## src/rtl/spi_config_regs.sv

```systemverilog
// Addressed SPI configuration bank for the FM transmitter. SPI pins are
// oversampled in the clk domain; writes commit atomically on CSn rise.
module spi_config_regs #(
    parameter int NREG = 4,
    parameter int AW = 2,
    parameter int RW = 24,
    parameter logic [NREG*RW-1:0] DEFAULTS = {NREG*RW{1'b0}}
) (
    input  logic                 clk,
    input  logic                 rst,
    input  logic                 spi_clk,
    input  logic                 spi_csn,
    input  logic                 spi_mosi,
    output logic                 spi_miso,
    output logic [NREG*RW-1:0]   cfg_out,
    output logic                 cfg_update,
    output logic [AW-1:0]        cfg_addr,
    output logic                 frame_err
);
    localparam int FL = 1 + AW + RW;
    localparam int CW = $clog2(FL + 2);
    localparam logic [CW-1:0] CNT_HDR_LAST = CW'(AW);
    localparam logic [CW-1:0] CNT_DATA0    = CW'(1 + AW);
    localparam logic [CW-1:0] CNT_FL       = CW'(FL);
    localparam logic [CW-1:0] CNT_OVR      = CW'(FL + 1);

    typedef enum logic [1:0] {IDLE, HDR, DATA} state_t;

    state_t              state_q, state_d;
    logic [2:0]          sck_sync_q, sck_sync_d;
    logic [2:0]          csn_sync_q, csn_sync_d;
    logic [1:0]          mosi_sync_q, mosi_sync_d;
    logic [CW-1:0]       cnt_q, cnt_d;
    logic [AW:0]         hdr_q, hdr_d;
    logic [RW-1:0]       stage_q, stage_d;
    logic [RW-1:0]       rd_q, rd_d;
    logic                miso_q, miso_d;
    logic [NREG*RW-1:0]  bank_q, bank_d;
    logic                upd_q, upd_d;
    logic                err_q, err_d;
    logic [AW-1:0]       caddr_q, caddr_d;

    logic                sck_rise, sck_fall, csn_rise, csn_fall, mosi_s;
    logic [AW:0]         hdr_n;
    logic [RW-1:0]       rd_lookup;
    logic                addr_ok;

    // [1] is the synced level, [2] the previous synced level
    assign sck_rise = sck_sync_q[1] & ~sck_sync_q[2];
    assign sck_fall = ~sck_sync_q[1] & sck_sync_q[2];
    assign csn_rise = csn_sync_q[1] & ~csn_sync_q[2];
    assign csn_fall = ~csn_sync_q[1] & csn_sync_q[2];
    assign mosi_s   = mosi_sync_q[1];
    assign hdr_n    = {hdr_q[AW-1:0], mosi_s};
    assign addr_ok  = int'(hdr_q[AW-1:0]) < NREG;

    always_comb begin
        sck_sync_d  = {sck_sync_q[1:0], spi_clk};
        csn_sync_d  = {csn_sync_q[1:0], spi_csn};
        mosi_sync_d = {mosi_sync_q[0], spi_mosi};
    end

    // Read word for the address completed by the current header rise
    always_comb begin
        rd_lookup = '0;
        for (int i = 0; i < NREG; i++)
            if (int'(hdr_n[AW-1:0]) == i) rd_lookup = bank_q[i*RW +: RW];
    end

    always_ff @(posedge clk) begin
        if (rst) begin
            state_q     <= IDLE;
            sck_sync_q  <= 3'b000;
            csn_sync_q  <= 3'b111;
            mosi_sync_q <= 2'b00;
            cnt_q       <= '0;
            hdr_q       <= '0;
            stage_q     <= '0;
            rd_q        <= '0;
            miso_q      <= 1'b0;
            bank_q      <= DEFAULTS;
            upd_q       <= 1'b0;
            err_q       <= 1'b0;
            caddr_q     <= '0;
        end else begin
            state_q     <= state_d;
            sck_sync_q  <= sck_sync_d;
            csn_sync_q  <= csn_sync_d;
            mosi_sync_q <= mosi_sync_d;
            cnt_q       <= cnt_d;
            hdr_q       <= hdr_d;
            stage_q     <= stage_d;
            rd_q        <= rd_d;
            miso_q      <= miso_d;
            bank_q      <= bank_d;
            upd_q       <= upd_d;
            err_q       <= err_d;
            caddr_q     <= caddr_d;
        end
    end

    always_comb begin
        state_d = state_q;
        case (state_q)
            IDLE:    if (csn_fall) state_d = HDR;
            HDR:     if (csn_rise) state_d = IDLE;
                     else if (sck_rise && cnt_q == CNT_HDR_LAST) state_d = DATA;
            DATA:    if (csn_rise) state_d = IDLE;
            default: state_d = IDLE;
        endcase
    end

    always_comb begin
        cnt_d   = cnt_q;
        hdr_d   = hdr_q;
        stage_d = stage_q;
        rd_d    = rd_q;
        miso_d  = miso_q;
        bank_d  = bank_q;
        upd_d   = 1'b0;
        err_d   = 1'b0;
        caddr_d = caddr_q;
        case (state_q)
            IDLE: begin
                miso_d = 1'b0;
                if (csn_fall) cnt_d = '0;
            end
            HDR: begin
                if (csn_rise) begin
                    err_d  = 1'b1;
                    miso_d = 1'b0;
                end else if (sck_rise) begin
                    hdr_d = hdr_n;
                    cnt_d = cnt_q + CW'(1);
                    if (cnt_q == CNT_HDR_LAST) begin
                        rd_d   = rd_lookup;
                        miso_d = rd_lookup[RW-1];
                    end
                end
            end
            DATA: begin
                if (csn_rise) begin
                    miso_d = 1'b0;
                    if (cnt_q == CNT_FL && hdr_q[AW] && addr_ok) begin
                        for (int i = 0; i < NREG; i++)
                            if (int'(hdr_q[AW-1:0]) == i) bank_d[i*RW +: RW] = stage_q;
                        upd_d   = 1'b1;
                        caddr_d = hdr_q[AW-1:0];
                    end else if (!(cnt_q == CNT_FL && !hdr_q[AW])) begin
                        err_d = 1'b1;
                    end
                end else begin
                    if (sck_rise) begin
                        stage_d = {stage_q[RW-2:0], mosi_s};
                        if (cnt_q != CNT_OVR) cnt_d = cnt_q + CW'(1);
                    end
                    // The fall closing the last header bit must not shift: the MSB
                    // has to stay on MISO until the first data rise.
                    if (sck_fall && cnt_q > CNT_DATA0) begin
                        rd_d   = {rd_q[RW-2:0], 1'b0};
                        miso_d = rd_q[RW-2];
                    end
                end
            end
            default: ;
        endcase
    end

    assign spi_miso   = miso_q;
    assign cfg_out    = bank_q;
    assign cfg_update = upd_q;
    assign cfg_addr   = caddr_q;
    assign frame_err  = err_q;
endmodule

```

## config.mk

```make
export PLATFORM = sky130hd
export DESIGN_NAME = spi_config_regs
export DESIGN_NICKNAME = d
export VERILOG_FILES = /design/src/rtl/spi_config_regs.sv
export SDC_FILE = /design/constraint.sdc
export NUM_CORES = 1
export LEC_CHECK = 0
export ABC_AREA = 1
export CAP_MARGIN = 20
export CORE_ASPECT_RATIO = 1.4
export CORE_MARGIN = 4
export CORE_UTILIZATION = 47
export CTS_CLUSTER_DIAMETER = 40
export CTS_CLUSTER_SIZE = 28
export DETAILED_ROUTE_END_ITERATION = 16
export HOLD_SLACK_MARGIN = 0.15
export PLACE_DENSITY = 0.68
export SYNTH_ARGS = -nofsm -noshare
export SYNTH_HDL_FRONTEND = slang
export SYNTH_SLANG_ARGS = --single-unit
```

## constraint.sdc

```tcl
create_clock -name clk -period 1.9 [get_ports clk]
set_input_delay 0.38 -clock clk [delete_from_list [all_inputs] [get_ports clk]]
set_output_delay 0.38 -clock clk [all_outputs]
set_load 0.03 [all_outputs]
```

# [Word-level counts from Yosys, hierarchy flattened]
# Index checks and enable logic that the tools add are counted.
# W data, S select, Z words.
[word_totals] input_bits=5 ff_bits=166 output_inout_bits=101 elab_cells=108
[op_classes] eq_ne=24 muxes=34 n_lt_le_gt_ge=1 n_reduce_logical=22 n_addsub=1 bitwise_logic=10
[ops] cell="$mux W23" n=5
[ops] cell="$mux W24" n=4
[ops] cell="$pmux W23 S2" n=1
[ops] cell="$mux W5" n=6
[ops] cell="$reduce_and A4 Y1" n=5
[ops] cell="$ne A2 B2 Y1 const B" n=9
[ops] cell="$pmux W5 S3" n=1
[ops] cell="$ne A3 B3 Y1 const B" n=4
[ops] cell="$reduce_and A3 Y1" n=4
[ops] cell="$eq A2 B2 Y1 const B" n=5
[ops] cell="$mux W1" n=10
[ops] cell="$mux W2" n=4
[ops] cell="$reduce_and A7 Y1" n=1
[ops] cell="$eq A2 B1 Y1 const B" n=3
[ops] cell="$logic_not A2 Y1" n=3
[ops] cell="$not A1 Y1" n=6
[ops] cell="$pmux W2 S3" n=1
[ops] cell="$reduce_and A6 Y1" n=1
[ops] cell="$add A5 B1 Y5 const B" n=1
[ops] cell="$eq A5 B2 Y1 const B" n=1
[ops] cell="$eq A5 B5 Y1 const B" n=1
[ops] cell="$gt A5 B2 Y1 const B" n=1
[ops] cell="$ne A5 B5 Y1 const B" n=1
[ops] cell="$and A1 B1 Y1" n=4
[ops] cell="other kinds (7)" n=10

# [Logic depth before layout (Yosys ltp)]
[depth] ltp_word=9 ltp_mapped=12 depth_no_buf=11

# [Least setup slack after synthesis]
# OpenSTA, ideal clock, no wires.
[synth_timing] path_kind="register -> register" startpoint="reg state_q[0]" endpoint="reg rd_q[0]" t_arrival_ps=1532 required_ps=1784 setup_ps=116 stages_incl_launch_ff=12 slack_ps=252 path_buffers=2 synth_period_minus_slack_ps=1648 cell_sequence="dfxtp_1 -> inv_1 -> ha_1 -> buf_4 -> inv_2 -> nand2_1 -> nand2_1 -> a21oi_1 -> nand2_1 -> buf_2 -> o21ai_0 -> nor2_1"
[synth_via] elab_chain_len=3 word_cells_on_any_way=10 cone_classes="7 x eq/ne; 1 x mux; 2 x reduce/logical"
[synth_rtl] item="start: declaration" line="29" text="state_t state_q, state_d;"
[synth_rtl] item="start signal: assignment" line="86" text="state_q <= state_d;"
[synth_rtl] item="$eq A2 B2 Y1 / $eq A2 B1 Y1 (equally long branches)" line="123" text="case (state_q)"
[synth_rtl] item="$ne A2 B2 Y1 (no line) / $reduce_bool A2 Y1 (equally long branches)"
[synth_rtl] item="$reduce_and A6 Y1 (no line)"
[synth_rtl] item="end signal: assignment" line="93" text="rd_q <= rd_d;"
[synth_rtl] item="end: declaration" line="36" text="logic [RW-1:0] rd_q, rd_d;"
# Parallel ways exist; a longest one is shown, timed or not.
# A chain may end at the register's enable or synchronous reset.

# [Final worst setup path]
[layout_timing] startpoint="reg bank_q[51], in the netlist cfg_out[51]" endpoint="out cfg_out[51]"
[layout_lines] item="start: declaration" line="38" text="logic [NREG*RW-1:0] bank_q, bank_d;"
[layout_lines] item="start signal: assignment" line="95" text="bank_q <= bank_d;"
[layout_lines] item="end: declaration" line="15" text="output logic [NREG*RW-1:0] cfg_out,"
# No word-level cell between the ends.

==> summary.md <==
| Metric | Value |
|---|---|
| Fin Clk Skew | 0.00938 ns |
| CP required | 1.52 ns |
| WP buf/inv | 1 |
| Worst-Margin Slew | 0.489 ns |
| Synth unique cells | 35 |
| Antenna cells | 0 |
| Cell with the most instances after synthesis | nor2_1 |
| Max incr delay on CP | 0.69 ns |
| Vias per inst | 5.17 |
| Setup tns final | 0 ns |
| Min-Delay Path Depth | 2 |
| CP cell instances | clkdlybuf4s50_1 |
| Die Ht | 154 µm |
| Starting Density | 0.478 |
| Cts bufs inserted | 17 |
| CTS tree | built |
| PD cells | 965 nW/µm² |
| Worst R2R Path Depth | 10 |
| Hpwl dp | 14.1 mm |
| Final min period | 1.86 ns |
| Peak VDD IR | 0.669 mV |
| Total congestion overflow | 0 |
| Cell taking the most area after synthesis | dfxtp_1 |
| Core box area | 15000 µm² |
| Synthesized area | 7160 µm² |
| Clock Latency Late Sink | 0.43 ns |
| Final period util | 0.980 |
| Hold Path Class | flop to flop |
| IO Port Bufs | 105 |
| Area Overhead vs Synth | 32.0% |
| Post-synthesis sequential area ratio | 0.464 |
| Hold-fix buffers, CTS | 0 |
| Share of layout cells above drive strength 1 | 0.0993 |
| Ports | 106 |
| Finish-stage setup viols | 0 |
| Register bit total from synthesis | 166 |
| Unrepaired setup endpoints after global routing | yes |
| Clock Path Buffers | 2 |
| CTS Sinks | 166 |
| Vias | 6932 |
| Routed Antenna Nets | 0 |
| Number of enable flip-flop cells after synthesis | 0 |
| Critical Path Sink Type | output port |
| First-pass GRT wire length | 34.1 mm |
| Max-slew violations | 0 |
| YS warnings | 0 |
| Syn_area_per_cell | 7.06 µm² |
| Htree depth | 4 |
| Fin. Hold Viols | 0 |
| Max-cap violations | 0 |
| Power Total | 9.11 mW |
| Global Route Usage Sum | 0.247 |
| Largest net degree at the start of global routing | 67 |
| Clock Tree Root | clkbuf_16 |
| Pleak | 4.75 nW |
| Die area | 17300 µm² |
| Residual DRC count | 0 |
| Syn_nets | 1026 |
| Kind of critical path | flop to output port |
| RD Place Congestion | 0.830 |
| Width of the die | 112 µm |
| CP Launch Type | flop |
| Ranking of synthesized cells by area | dfxtp_1 46%, nor2_1 13%, o21ai_0 9.7%, nand2_1 8.1%, inv_1 4.8% |
| Clk slew on worst S/H paths | 0.06 ns |
| Critical path's slowest cell | clkdlybuf4s50_1 |
| Async S/R FF share, synth | 0 |
| Final wirelength | 21.4 mm |
| Crit path DAT | 1.48 ns |
| Status | completed |
| Most frequent cells after synthesis | 243 x nor2_1, 166 x dfxtp_1, 155 x nand2_1, 139 x o21ai_0, 92 x inv_1 |
| Top cell type's share of synthesized area | 0.464 |
| CP max FO | 3 |
| Most common flop cell mapped by yosys | dfxtp_1 |
| Number of cells on the critical path | 1 |
| Mapped Cells | 1014 |
| First drt pass iteration count | 5 |
| Number of core rows | 53 |
| DRT iter0 DRCs | 447 |
| Crit path max-delay family | buffers and inverters |
| Worst slew margin | 0.673 |
| Max Fclk | 537 MHz |
| Wire per inst | 15.9 µm |
| Vias in the first global route | 6537 |
| Initial antenna violation count | 0 |
| Nets | 1147 |
==> layer usage <==
metal | part of all wire | vias to the layer above | track usage | wire length (µm)
met4 | 0.027 | 0 | 0.0951 | 572
met5 | 0 | - | 0 | 0
met3 | 0.049 | 40 | 0.0417 | 1040
li1 | - | 3481 | - | -
met2 | 0.50 | 205 | 0.414 | 10600
met1 | 0.43 | 3206 | 0.316 | 9100
==> sequential cells by signal (all words and copies together), names as in the netlist, 3 cells and up <==
register    cells
sck_sync_q      3
rd_q           23
csn_sync_q      3
stage_q        24
cnt_q           5
hdr_q           3
cfg_out        96
==> what timing repair did <==
item,4_1_cts,5_1_grt
gates resized for setup,16,63
buffers inserted,0,11
cloned,0,1
pin swaps,0,4
setup endpoints to repair,16,115
==> cell type report <==
type                    instances  area (µm²)
clock inverters                12         174
fillers                      1389        5540
clock buffers                  20         467
well taps                     192         240
flip-flops and latches        166        3320
inverters                      95         360
multi-input cells             694        3230
repair buffers                161        1650
==> layout by cell type (no fill, tap or decap), types with 2 or more instances in the layout <==
cell	synthesis	final
nor2_1	243	241
dfxtp_1	166	166
nand2_1	155	154
o21ai_0	139	133
inv_1	92	90
a21oi_1	66	65
clkdlybuf4s50_1	0	47
buf_4	5	45
dlymetal6s2s_1	0	42
o21ai_1	20	22
o211ai_1	20	20
nand3_1	19	19
clkbuf_16	0	17
dlygate4sd2_1	0	16
ha_1	7	7
buf_12	0	6
clkinv_2	0	5
o21ai_2	0	4
bufinv_16	0	4
inv_2	2	3
nand2_8	0	3
or2_2	3	3
clkbuf_8	0	3
buf_6	6	3
nand3_2	2	2
xor2_1	2	2
nor3_1	2	2
nor2_2	0	2
clkinv_4	0	2
==> final timing paths <==
kind	from	to	slack, ns
setup / recovery	cfg_out[51]	cfg_out[51]	0.04
hold / removal	sck_sync_q[0]	sck_sync_q[1]	0.41
setup reg to reg	state_q[0]	cfg_out[3]	0.11
hold reg to reg	sck_sync_q[0]	sck_sync_q[1]	0.41
==> kinds of logic after synthesis <==
family,Yosys count,synth area share
AND/OR/NAND/NOR,434,0.245
flip-flops,166,0.464
adder cells (fa/ha/maj),7,0.0122
AO/OA/AOI/OAI,249,0.182
buffers and inverters,155,0.0930
XOR/XNOR,3,0.00367
==> power breakdown <==
group / internal [mW] / leakage [nW] / switching [mW] / total (mW)
sequential: 3.74 / 1.34 / 0.130 / 3.87
clock: 2.30 / 0.316 / 1.40 / 3.71
combinational: 0.577 / 3.09 / 0.958 / 1.54
total: 6.62 / 4.75 / 2.49 / 9.11
==> stage by stage <==
stage	instances	setup WS, ns	cell area [µm²]	util	hold slack [ns]
2_1_floorplan	1014	0.252	7160	-	0.388
3_3_place_gp	1296	0.112	8550	0.570	0.392
3_5_place_dp	1296	0.0360	8550	0.570	0.398
4_1_cts	1328	0.000454	9170	0.612	0.408
5_1_grt	1340	-0.0385	9450	0.630	0.417
6_report	1340	0.0374	9450	0.630	0.408
Power figures use the tool's default switching activity.
